### src/rtl/tensor_operand_dispatcher_if.sv
// Bus bundle for tensor_operand_dispatcher: upstream element stream, adder operand/result
// lines and the downstream result port.
interface tensor_operand_dispatcher_if;
    logic               in_valid;
    logic               in_ready;
    logic signed [7:0]  in_data;
    logic signed [3:0]  in_k;
    logic signed [7:0]  ele_0;
    logic signed [7:0]  ele_1;
    logic signed [7:0]  ele_2;
    logic signed [7:0]  ele_3;
    logic signed [3:0]  ele_k;
    logic               start;
    logic signed [15:0] result_in;
    logic               out_valid;
    logic               out_ready;
    logic signed [15:0] out_data;
    logic               err;
    logic [15:0]        group_cnt;

    modport slave (
        input  in_valid, in_data, in_k, result_in, out_ready,
        output in_ready, ele_0, ele_1, ele_2, ele_3, ele_k, start,
        output out_valid, out_data, err, group_cnt
    );

    modport master (
        output in_valid, in_data, in_k, result_in, out_ready,
        input  in_ready, ele_0, ele_1, ele_2, ele_3, ele_k, start,
        input  out_valid, out_data, err, group_cnt
    );
endinterface

### src/rtl/tensor_operand_dispatcher.sv
// Collects four signed elements plus a bias, issues them to the output adder, waits a fixed
// latency, captures and checks the adder result, then hands it downstream.
module tensor_operand_dispatcher #(
    parameter int unsigned RESULT_LATENCY = 1
) (
    input logic                        clk,
    input logic                        rst,
    tensor_operand_dispatcher_if.slave bus
);

    typedef enum logic [1:0] {StCollect, StIssue, StWait, StOutput} state_e;

    localparam logic [3:0] LatLoad = 4'(RESULT_LATENCY - 1);

    state_e             state_q, state_d;
    logic [1:0]         idx_q, idx_d;
    logic [3:0][7:0]    ele_q, ele_d;
    logic signed [3:0]  ele_k_q, ele_k_d;
    logic               start_q, start_d;
    logic [3:0]         lat_cnt_q, lat_cnt_d;
    logic signed [15:0] ref_sum_q, ref_sum_d;
    logic               out_valid_q, out_valid_d;
    logic signed [15:0] out_data_q, out_data_d;
    logic               err_q, err_d;
    logic [15:0]        group_cnt_q, group_cnt_d;
    logic signed [15:0] sum_now;

    assign sum_now = {{8{ele_q[0][7]}}, ele_q[0]} + {{8{ele_q[1][7]}}, ele_q[1]}
                   + {{8{ele_q[2][7]}}, ele_q[2]} + {{8{ele_q[3][7]}}, ele_q[3]}
                   + {{12{ele_k_q[3]}}, ele_k_q};

    always_comb begin
        state_d     = state_q;
        idx_d       = idx_q;
        ele_d       = ele_q;
        ele_k_d     = ele_k_q;
        start_d     = 1'b0;
        lat_cnt_d   = lat_cnt_q;
        ref_sum_d   = ref_sum_q;
        out_valid_d = out_valid_q;
        out_data_d  = out_data_q;
        err_d       = err_q;
        group_cnt_d = group_cnt_q;

        case (state_q)
            StCollect: begin
                if (bus.in_valid) begin
                    ele_d[idx_q] = bus.in_data;
                    idx_d        = idx_q + 2'd1;
                    if (idx_q == 2'd3) begin
                        ele_k_d = bus.in_k;
                        start_d = 1'b1;
                        state_d = StIssue;
                    end
                end
            end
            StIssue: begin
                ref_sum_d = sum_now;
                lat_cnt_d = LatLoad;
                state_d   = StWait;
            end
            StWait: begin
                if (lat_cnt_q == 4'd0) begin
                    out_data_d  = bus.result_in;
                    // Mismatched results are still forwarded; only the flag records it.
                    if (bus.result_in != ref_sum_q) begin
                        err_d = 1'b1;
                    end
                    out_valid_d = 1'b1;
                    state_d     = StOutput;
                end else begin
                    lat_cnt_d = lat_cnt_q - 4'd1;
                end
            end
            StOutput: begin
                if (bus.out_ready) begin
                    out_valid_d = 1'b0;
                    group_cnt_d = group_cnt_q + 16'd1;
                    state_d     = StCollect;
                end
            end
            default: state_d = StCollect;
        endcase
    end

    always_ff @(posedge clk or negedge rst) begin
        if (!rst) begin
            state_q     <= StCollect;
            idx_q       <= 2'd0;
            ele_q       <= '0;
            ele_k_q     <= '0;
            start_q     <= 1'b0;
            lat_cnt_q   <= 4'd0;
            ref_sum_q   <= '0;
            out_valid_q <= 1'b0;
            out_data_q  <= '0;
            err_q       <= 1'b0;
            group_cnt_q <= 16'd0;
        end else begin
            state_q     <= state_d;
            idx_q       <= idx_d;
            ele_q       <= ele_d;
            ele_k_q     <= ele_k_d;
            start_q     <= start_d;
            lat_cnt_q   <= lat_cnt_d;
            ref_sum_q   <= ref_sum_d;
            out_valid_q <= out_valid_d;
            out_data_q  <= out_data_d;
            err_q       <= err_d;
            group_cnt_q <= group_cnt_d;
        end
    end

    assign bus.in_ready  = (state_q == StCollect);
    assign bus.ele_0     = ele_q[0];
    assign bus.ele_1     = ele_q[1];
    assign bus.ele_2     = ele_q[2];
    assign bus.ele_3     = ele_q[3];
    assign bus.ele_k     = ele_k_q;
    assign bus.start     = start_q;
    assign bus.out_valid = out_valid_q;
    assign bus.out_data  = out_data_q;
    assign bus.err       = err_q;
    assign bus.group_cnt = group_cnt_q;

endmodule

### src/flat_wrapper.sv
// flat-port wrapper written by rule: the top's interface ports become plain ports
module tensor_operand_dispatcher_flat 
#(
    parameter int unsigned RESULT_LATENCY = 1
)
  (clk, rst, bus_in_valid, bus_in_data, bus_in_k, bus_result_in, bus_out_ready, bus_in_ready, bus_ele_0, bus_ele_1, bus_ele_2, bus_ele_3, bus_ele_k, bus_start, bus_out_valid, bus_out_data, bus_err, bus_group_cnt);
  tensor_operand_dispatcher_if bus_i ();
  input logic clk;
  input logic rst;
  input wire logic [$bits(bus_i.in_valid)-1:0] bus_in_valid;
  input wire logic [$bits(bus_i.in_data)-1:0] bus_in_data;
  input wire logic [$bits(bus_i.in_k)-1:0] bus_in_k;
  input wire logic [$bits(bus_i.result_in)-1:0] bus_result_in;
  input wire logic [$bits(bus_i.out_ready)-1:0] bus_out_ready;
  output wire logic [$bits(bus_i.in_ready)-1:0] bus_in_ready;
  output wire logic [$bits(bus_i.ele_0)-1:0] bus_ele_0;
  output wire logic [$bits(bus_i.ele_1)-1:0] bus_ele_1;
  output wire logic [$bits(bus_i.ele_2)-1:0] bus_ele_2;
  output wire logic [$bits(bus_i.ele_3)-1:0] bus_ele_3;
  output wire logic [$bits(bus_i.ele_k)-1:0] bus_ele_k;
  output wire logic [$bits(bus_i.start)-1:0] bus_start;
  output wire logic [$bits(bus_i.out_valid)-1:0] bus_out_valid;
  output wire logic [$bits(bus_i.out_data)-1:0] bus_out_data;
  output wire logic [$bits(bus_i.err)-1:0] bus_err;
  output wire logic [$bits(bus_i.group_cnt)-1:0] bus_group_cnt;
  assign bus_i.in_valid = bus_in_valid;
  assign bus_i.in_data = bus_in_data;
  assign bus_i.in_k = bus_in_k;
  assign bus_i.result_in = bus_result_in;
  assign bus_i.out_ready = bus_out_ready;
  assign bus_in_ready = bus_i.in_ready;
  assign bus_ele_0 = bus_i.ele_0;
  assign bus_ele_1 = bus_i.ele_1;
  assign bus_ele_2 = bus_i.ele_2;
  assign bus_ele_3 = bus_i.ele_3;
  assign bus_ele_k = bus_i.ele_k;
  assign bus_start = bus_i.start;
  assign bus_out_valid = bus_i.out_valid;
  assign bus_out_data = bus_i.out_data;
  assign bus_err = bus_i.err;
  assign bus_group_cnt = bus_i.group_cnt;
  tensor_operand_dispatcher #(.RESULT_LATENCY(RESULT_LATENCY)) u_core (.clk(clk), .rst(rst), .bus(bus_i));
endmodule
### config.mk
export PLATFORM = sky130hd
export DESIGN_NAME = tensor_operand_dispatcher_flat
export DESIGN_NICKNAME = d
export VERILOG_FILES = /design/src/rtl/tensor_operand_dispatcher_if.sv /design/src/rtl/tensor_operand_dispatcher.sv /design/src/flat_wrapper.sv
export SDC_FILE = /design/constraint.sdc
export NUM_CORES = 1
export LEC_CHECK = 0
export ABC_AREA = 1
export CELL_PAD_IN_SITES_DETAIL_PLACEMENT = 0
export CELL_PAD_IN_SITES_GLOBAL_PLACEMENT = 1
export CORE_ASPECT_RATIO = 1.1
export CORE_UTILIZATION = 35
export DETAILED_ROUTE_END_ITERATION = 8
export GPL_TIMING_DRIVEN = 0
export PLACE_DENSITY = 0.78
export SETUP_SLACK_MARGIN = 0.1
export SLEW_MARGIN = 15
export SYNTH_ARGS = -nofsm -noshare
export SYNTH_HDL_FRONTEND = slang
export SYNTH_SLANG_ARGS = --single-unit
### constraint.sdc
create_clock -name clk -period 3.4 [get_ports clk]
set_clock_uncertainty 0.1 [all_clocks]
set_input_delay 0.34 -clock clk [delete_from_list [all_inputs] [get_ports clk]]
set_output_delay 0.34 -clock clk [all_outputs]
set_load 0.01 [all_outputs]
======== Word level (Yosys, flattened, before mapping) ========
Index checks and enable logic that the tools add are counted.
storage, ports and cells
  register bits after elaboration ......... 95
  bits of input ports ..................... 32
  output and inout bits ................... 72
  word-level logic and storage cells ...... 62
operators by class
  add/subtract/negate cells ............... 7
  order comparisons ....................... 2
  equality and inequality tests ........... 10
  mux-type cells .......................... 16
  reduce and logical (&&, ||, !) cells .... 13
operators with widths
  cell                   number
  $add 16x16->16         3
  $bwmux 32              1
  $add 16x1->16 const B  1
  $demux 8 s2            1
  $ne 16x16->1           1
  $add 8x8->9            1
  $reduce_and 3->1       3
  $mux 2                 4
  $mux 8                 1
  $pmux 2 s4             1
  $pmux 4 s2             1
  $reduce_and 2->1       4
  $eq 2x2->1 const B     3
  $ne 2x2->1 const B     3
  $mux 1                 5
  $logic_not 4->1        1
  $mux 4                 1
  $ne 2x1->1 const B     2
  $reduce_and 4->1       1
  $reduce_bool 2->1      2
  $sub 4x1->4 const B    1
  $lt 2x3->1 const B     1
  $add 2x1->2 const B    1
  $eq 2x1->1 const B     1
  other kinds (4)        4

======== Logic depth before layout (Yosys ltp) ========
  depth after elaboration ................. 5
  mapped depth ............................ 21
  gate-level depth less buffers ........... 21

======== Worst setup path before layout ========
Ideal clock, no wire load.
  kind .................................... register -> register
  start point ............................. register u_core.ele_q, in the netlist u_core.bus.ele_1[0]
  end point ............................... register u_core.ref_sum_q[11]
  library setup time ...................... 0.077 ns
  arrival ................................. 3.452 ns
  data required time ...................... 3.223 ns
  slack ................................... -0.230 ns
  stages on the path, launching flop included .. 19
  clock period less this slack ............ 3.630 ns
  cell sequence ........................... dfrtp_1 -> ha_1 -> fa_1 -> nand4_1 -> nand3_1 -> xnor2_1 -> inv_1 -> fa_1 -> inv_1 -> fa_1 -> inv_1 -> ha_1 -> a21oi_1 -> nor2_1 -> nor2_1 -> nand2_1 -> nand2_1 -> nand2_1 -> a21oi_1
on the way
  word-level cells in the longest chain between the ends .. 4
ends and longest elaborated chain
  element                       line                              RTL
  start: declaration            tensor_operand_dispatcher.sv:17   logic [3:0][7:0] ele_q, ele_d;
  start signal: assignment      tensor_operand_dispatcher.sv:102  ele_q <= ele_d;
  $add 8x8->9                   tensor_operand_dispatcher.sv:28   assign sum_now = {{8{ele_q[0][7]}}, ele_q[0]} + {{8{ele_q[1][7]}}, ele_q[1]}
  $add 16x16->16 (2 in series)  tensor_operand_dispatcher.sv:29   + {{8{ele_q[2][7]}}, ele_q[2]} + {{8{ele_q[3][7]}}, ele_q[3]}
  $add 16x16->16                tensor_operand_dispatcher.sv:30   + {{12{ele_k_q[3]}}, ele_k_q};
  end signal: assignment        tensor_operand_dispatcher.sv:106  ref_sum_q <= ref_sum_d;
  end: declaration              tensor_operand_dispatcher.sv:21   logic signed [15:0] ref_sum_q, ref_sum_d;
Every way passes these cells.
A chain may end at the register's enable or synchronous reset.

======== Worst setup path in the final report ========
  start point ............................. register u_core.ele_q, in the netlist u_core.bus.ele_0[0]
  end point ............................... register u_core.ref_sum_q[5]
Same word-level chain as after synthesis.

==> metrics.md <==
| Metric | Value |
|---|---|
| Post-synthesis sequential area ratio | 43.4% |
| Avg Vias per Cell | 4.54 |
| WP data arrival | 3760 ps |
| Synth Warn # | 0 |
| Die area | 16200 um2 |
| Clock buffer depth | 2 |
| DPL Wire Length | 9.50 mm |
| Met1 WL | approximately 6 mm |
| Post-synthesis compound-gate area fraction | 7.15% |
| Via count | around 4500 |
| CP delay by family, top | adder cells |
| Mapped Nets | 726 |
| Simple-gate share of the synthesized area | a little over a fifth |
| Routed length per instance | 13.0 um |
| Syn Area/Cell | 8.50 um2 |
| IO Pins | 104 |
| Critical Path Start Type | flip-flop |
| Final Hold Viols | 0 |
| Rel. slew slack | 66.6% |
| Critical Path RT | between 3000 and 4000 ps |
| Post-synthesis xor/xnor area fraction | 5.44% |
| Post-synthesis register bit count | 95 |
| Mapped Cells | 644 |
| Synth Area in Adders | 14.2% |
| FF-to-FF path depth | 16 |
| Number of global-route vias before repair | around 4500 |
| Fin crit period | 3640 ps |
| Clock root buffer master | clkbuf_16 |
| Starting Density | 36.1% |
| Area Growth Syn to Fin | 38.6% |
| Clock transition at path regs | 70 ps |
| I/O Buffers | 103 |
| Row count | 47 |
| Max-cap violations | 0 |
| Yosys cell types | 35 |
| Buf/Inv on CP | 5 |
| Die height | 133 um |
| Worst Path Max Fanout | 3 |
| Die W | 121 um |
| Clock net sink count | 95 |
| Largest family of logic cells by synthesized area | simple AND/OR/NAND/NOR gates |
| Net count, final | 866 |
| Antenna violations before repair | 0 |
| Final routed DRC violation total | 0 |
| Failing checks | setup timing |
| Total track usage | 16.7% |
| Pin count of the biggest net entering global routing | 60 |
| GP Congestion | 0.785 |
| Top Layer Used | met4 |
| PnR worst setup slack | -239 ps |
| Worst Hold Launch | u_core.bus.out_data[2]$_DFFE_PN0P_ |
| Post-synthesis mux area share | 0% |
| RSZ-0062 raised after global routing | yes |
| Slew @ Worst Pin | 502 ps |
| # diodes | 0 |
| Worst skew pair latency | 350 ps |
| Max incr delay on CP | 530 ps |
| Max frequency | around 270 MHz |
| DRT Pass-1 Iters | 4 |
| First-pass GRT wire length | 21.1 mm |
| Initial DRC count | 180 |
| CTS tree | done |
| Worst path slowest cell | fa_1 |
| Crit Reg-Reg Endpoint | u_core.ref_sum_q[5]$_DFFE_PN0P_ |
| Routed WL | 12.8 mm |
| Fin Setup TNS | -2170 ps |
| Worst Setup End Kind | flip-flop |
| Total gr overflow | 0 |
| Share of cells above drive strength 1 | 15.6% |
| Worst r2r src | u_core.bus.ele_0[0]$_DFFE_PN0P_ |
| Met2 Wirelength | roughly 6 mm |
| Remaining antenna violation count | 0 |
| Core area | between 15000 and 20000 um2 |
| Routed length on met3 | 609 um |
| Status | finished with violations |
| R2R Setup Slk | -240 ps |
| Min-delay worst type | reg2reg |
| Hold Path Stages | 2 |
| CP Class | reg2reg |
| Cell Area, Synth | between 5000 and 6000 um2 |
| Hold EP | u_core.bus.out_data[2]$_DFFE_PN0P_ |
| TritonCTS buffer count | 9 |
| CP Cell Sequence | ha_2 -> fa_2 -> buf_4 -> xor2_1 -> fa_1 -> inv_1 -> fa_1 -> fa_2 -> inv_2 -> nand2_2 -> a21oi_4 -> buf_4 -> buf_6 -> nand2_1 -> nand2_1 -> o22ai_1 |
| Max Slew Vio Count | 0 |
| Tcrit/Tclk final | 107% |
| Final setup vio count | 12 |
| H-tree depth | 3 |
-- cell families after synthesis --
kind of cell / count (synthesis)
AO/OA/AOI/OAI: 75
XOR/XNOR: 34
adder cells (fa/ha/maj): 50
buffers and inverters: 111
flip-flops: 95
AND/OR/NAND/NOR: 279
-- placed cells by master, fill, tap and decap left out, types with 18 or more instances in the layout --
master / synthesis / routed
o21ai_0: 22 / 19
ha_1: 30 / 18
nor2_1: 35 / 29
dfrtp_1: 95 / 95
o21ai_1: 30 / 32
xor2_1: 29 / 29
fa_1: 20 / 18
clkdlybuf4s50_1: 0 / 102
inv_1: 96 / 87
nand2_1: 198 / 185
buf_4: 1 / 24
-- routing by layer --
layer / vias to the layer above / global-route usage (%)
met2: 116 / 28.1
li1: 2274 / -
met5: - / 0
met4: 0 / 6.24
met1: 2072 / 21.2
met3: 14 / 3.00
-- area by class of cell --
type                       count  area (um2)
clock inverter                 5        56.3
clock buffer                  11         243
fill                        1434        7580
timing repair buffer         129        1250
sequential                    95        2380
tap                          196         245
buffer                        10        48.8
multi-input combinational    438        2970
inverter                     101         395
-- through the flow --
stage	cell area, um2	setup slack (ps)	cells	hold WS [ps]	utilization, %
detailed placement	6800	-398	944	243	44.8
finish	7590	-239	985	384	50.0
global placement	6780	-1660	943	362	44.7
global route	7590	-386	985	408	50.0
CTS	7490	-255	981	385	49.4
floorplan	5500	-130	644	-55.6	-
-- registers in the layout (all words and copies together) (netlist names) --
name                  cells
u_core.bus.ele_0          8
u_core.bus.group_cnt     16
u_core.ref_sum_q         16
u_core.bus.out_valid      1
u_core.lat_cnt_q          4
u_core.bus.ele_3          8
u_core.idx_q              2
u_core.bus.err            1
u_core.bus.ele_2          8
u_core.state_q            2
u_core.bus.start          1
u_core.bus.out_data      16
u_core.bus.ele_k          4
u_core.bus.ele_1          8
-- worst reg2reg max path, stage by stage, from the launching register on --
cell and delay (ps):
dfrtp_1 390, ha_2 200, fa_2 370, buf_4 150, xor2_1 150, fa_1 480, inv_1 50, fa_1 530
fa_2 400, inv_2 70, nand2_2 60, a21oi_4 180, buf_4 130, buf_6 80, nand2_1 40, nand2_1 50
o22ai_1 60
-- worst max path at each step --
stage,slack [ps],cells past startpoint,from,endpoint
2_1_floorplan,-130,17,u_core.bus.ele_0[0]$_DFFE_PN0P_,u_core.ref_sum_q[11]$_DFFE_PN0P_
3_3_place_gp,-1660,1,rst,u_core.bus.out_data[9]$_DFFE_PN0P_
3_5_place_dp,-400,17,u_core.bus.ele_0[0]$_DFFE_PN0P_,u_core.ref_sum_q[11]$_DFFE_PN0P_
4_1_cts,-250,17,u_core.bus.ele_1[0]$_DFFE_PN0P_,u_core.ref_sum_q[11]$_DFFE_PN0P_
5_1_grt,-390,18,u_core.bus.ele_0[0]$_DFFE_PN0P_,u_core.ref_sum_q[11]$_DFFE_PN0P_
6_report,-240,16,u_core.bus.ele_0[0]$_DFFE_PN0P_,u_core.ref_sum_q[5]$_DFFE_PN0P_
-- cells in the mapped netlist (all sizes together) --
library cell  instances  area (um2)
and2                  2        12.5
nor3                 10        72.6
nand4                 5        31.3
a21o                  1        7.51
ha                   30         375
buf                   7        37.5
o21bai                1        7.51
nor2                 39         171
nand3b                3        35.0
o22ai                 3        18.8
fa                   20         400
a21oi                16        83.8
xor2                 29         254
o21a                  1        7.51
a31oi                 1        6.26
nand2               201         767
clkbuf                3        11.3
bufinv                1        17.5
nand3                19         100
dfrtp                95        2380
xnor2                 5        43.8
inv                 100         378
o21ai                52         260
-- repair_timing --
item | in CTS | in global routing
endpoints found under the hold margin | 36 | 0
pin swaps | 32 | 10
resized for setup | 47 | 19
gates cloned | 0 | 0
endpoints found under the setup margin | 12 | 14
hold buffers | 1 | 0
buffers inserted | 20 | 4
Power is left out: the tool's default activity adds up to more than one toggle a clock period on the data nets, which glitch-free logic cannot reach.
==> variant (same flow settings) <==
Re-encode `state_e` (4 states) as one-hot, 4 bits wide.
--- a/src/rtl/tensor_operand_dispatcher.sv
+++ b/src/rtl/tensor_operand_dispatcher.sv
@@ -9,5 +9,5 @@
 );
 
-    typedef enum logic [1:0] {StCollect, StIssue, StWait, StOutput} state_e;
+    typedef enum logic [3:0] {StCollect = 4'b0001, StIssue = 4'b0010, StWait = 4'b0100, StOutput = 4'b1000} state_e;
 
     localparam logic [3:0] LatLoad = 4'(RESULT_LATENCY - 1);
Behaviour: no difference found for any inputs over 4 cycles, from zero or initial values and one cycle with rst low; so few cycles prove little.
==> variant against the original RTL <==
The flow still finishes with violations (negative setup slack). Die area grew 5.3%. First-iteration DRC count shrank 11%. Worst setup slack gained 0.015 ns. Final area grew 4.2%. Routed wire length grew 2.9%. Area after synthesis grew 5.3%. Critical path depth grew 6. Non-clock buffer count shrank 8. Via count grew 5.5%. Sequential cell count grew 2. Critical endpoint is now u_core.ref_sum_q[12].
Power is left out: the tool's default activity adds up to more than one toggle a clock period on the data nets, which glitch-free logic cannot reach.
==> variant: results (changes against the original RTL) <==
outcome:
  outcome: "finished, violations left"
  violations: "negative setup slack"
logic_synthesis:
  async_flop_share_pct: 100  # unchanged
  synthTopCellsByArea: "dfrtp_1, nand2_1, fa_1"
  ys_types: 35  # unchanged
  synthesis.nets: 768  # +5.8%
  yosys_warnings: 0  # unchanged
  yosys-top-cells-count: "nand2_1, inv_1, dfrtp_1"
  yosysSeqAreaShare_pct: 42.1  # -1.3 points
clock_network:
  htree_levels: 3  # unchanged
  clkLatencyLatePin_ns: 0.35  # about the same
  clk_path_buf_depth: 2  # unchanged
  numCtsBuffers: 9  # unchanged
  clk_pin_slew_ns: 0.07  # about the same
  cts-root-buf: "clkbuf_16"
worst_setup_path:
  crit_slowest_cell: "fa_1"
  regToRegStartpoint: "u_core.bus.ele_0[0]"
  cp_data_arrival_time_ns: 3.77  # about the same
  crit_type: "flop to flop"
  crit_path_max_fanout: 4  # +1
  critPathMaxStageDelay_ns: 0.49  # -0.04 ns
global_routing:
  grt_pass1_wl_um: 22200  # +5.3%
  grt-busiest-layer: "met2"
  grt_pass1_vias: 4851  # +6.9%
  use_met2_pct: 28.7  # +0.57 points
  antenna_found_initial: 0  # unchanged
  met1_usage_pct: 20.0  # -1.2 points
  grt_start_max_net_pins: 76  # +27%
  grt_usage_pct: 16.3  # -0.32 points
  met3_usage_pct: 2.85  # -0.14 points
cells_and_area:
  antenna_cells: 0  # unchanged
  drive_gt1_share_pct: 17.0  # +1.4 points
  fin_nets: 898  # +3.7%
detailed_routing:
  drt-initial-drc-count: 160  # -11%
  first_pass_iters: 4  # unchanged
  wl_per_cell_um: 12.9  # -1.1%
  vias: 4724  # +5.5%
placement:
  place.gp.congestion: 0.821  # +4.6%
  dp.final_hpwl_um: 10100  # +6.6%
  port_buffers: 103  # unchanged
hold_path:
  hp-class: "input pin to async pin"
sta:
  worst_pin_slew_ns: 0.566  # +0.0645 ns
  fin_ws_ns: -0.224  # +0.0147 ns
  setup_tns_ns: -1.69  # +0.479 ns
  setup_viol: 11  # -1
job:
  max_cap_viol_count: 0  # unchanged
==> variant: cell types whose count changed after synthesis, sizes merged, moves of 3 or more <==
| cell | delta |
|---|---|
| a21oi | -5 |
| buf | +3 |
| xnor2 | +3 |
| nand2 | +35 |
| nor2 | +5 |
| inv | +3 |
| ha | -4 |
| nand4 | +3 |
| xor2 | -4 |
| nand3 | +7 |
| nor3 | -3 |
==> variant: timing repair <==
item                                    in CTS  in global routing
buffers inserted                             8                  6
gates resized for setup                     19                 27
hold buffers                                 1                  0
endpoints found under the hold margin       22                  0
cloned                                       0                  0
endpoints found under the setup margin      13                 13
pin swaps                                   14                 25
==> variant: logic make-up after synthesis <==
family | after synthesis | synth area share, %
adders and majority gates | 46 | 12.6
and+or+nand+nor | 327 | 24.3
xor gates and xnor gates | 33 | 5.01
AOI/OAI and AO/OA | 70 | 6.98
DFF | 97 | 42.1
buffers and inverters | 117 | 9.00
==> variant: layout make-up <==
cell class,instances,area (um^2)
timing repair buffer,119,1190
buffer,12,113
multi-input combinational,476,3160
inverter,105,407
fill,1490,8010
clock inverter,7,141
clock buffer,9,225
sequential,97,2430
tap,200,250
==> variant: through the flow <==
stage / instances / area [um^2] / hold slack (ns) / setup WS [ns] / util [%]
floorplan: 690 / 5900 / -0.0556 / -0.102 / -
global placement: 993 / 7180 / 0.353 / -2.03 / 45.1
detailed placement: 994 / 7210 / 0.109 / -0.413 / 45.3
CTS: 1019 / 7740 / 0.306 / -0.214 / 48.6
global route: 1025 / 7910 / 0.328 / -0.403 / 49.7
finish: 1025 / 7910 / 0.305 / -0.224 / 49.7
==> variant: routing by layer <==
| layer | wire, um | part of all wire, % |
|---|---|---|
| met3 | 420 | 3.2 |
| met4 | 230 | 1.7 |
| met1 | 6070 | 46 |
| met5 | 0 | 0 |
| met2 | 6470 | 49 |
==> variant: worst paths after layout <==
check | endpoint | slack [ns] | depth (start not counted)
worst max-delay path | u_core.ref_sum_q[12] | -0.22 | 22
worst min-delay path | u_core.idx_q[0] | 0.31 | 2
worst max register to register | u_core.ref_sum_q[12] | -0.22 | 22
worst min register to register | u_core.bus.out_data[15] | 0.37 | 2
max in group asynchronous | u_core.state_q[0] | 2.25 | 3
min in group clk | u_core.bus.out_data[15] | 0.37 | 2
==> variant: critical path: cells and delay by family, from the launching register on <==
kind / cells / cell delay (ns)
adder cells (fa/ha/maj): 5 / 1.82
AND/OR/NAND/NOR: 11 / 0.85
flip-flops: 1 / 0.36
buffers and inverters: 5 / 0.28
XOR/XNOR: 1 / 0.12
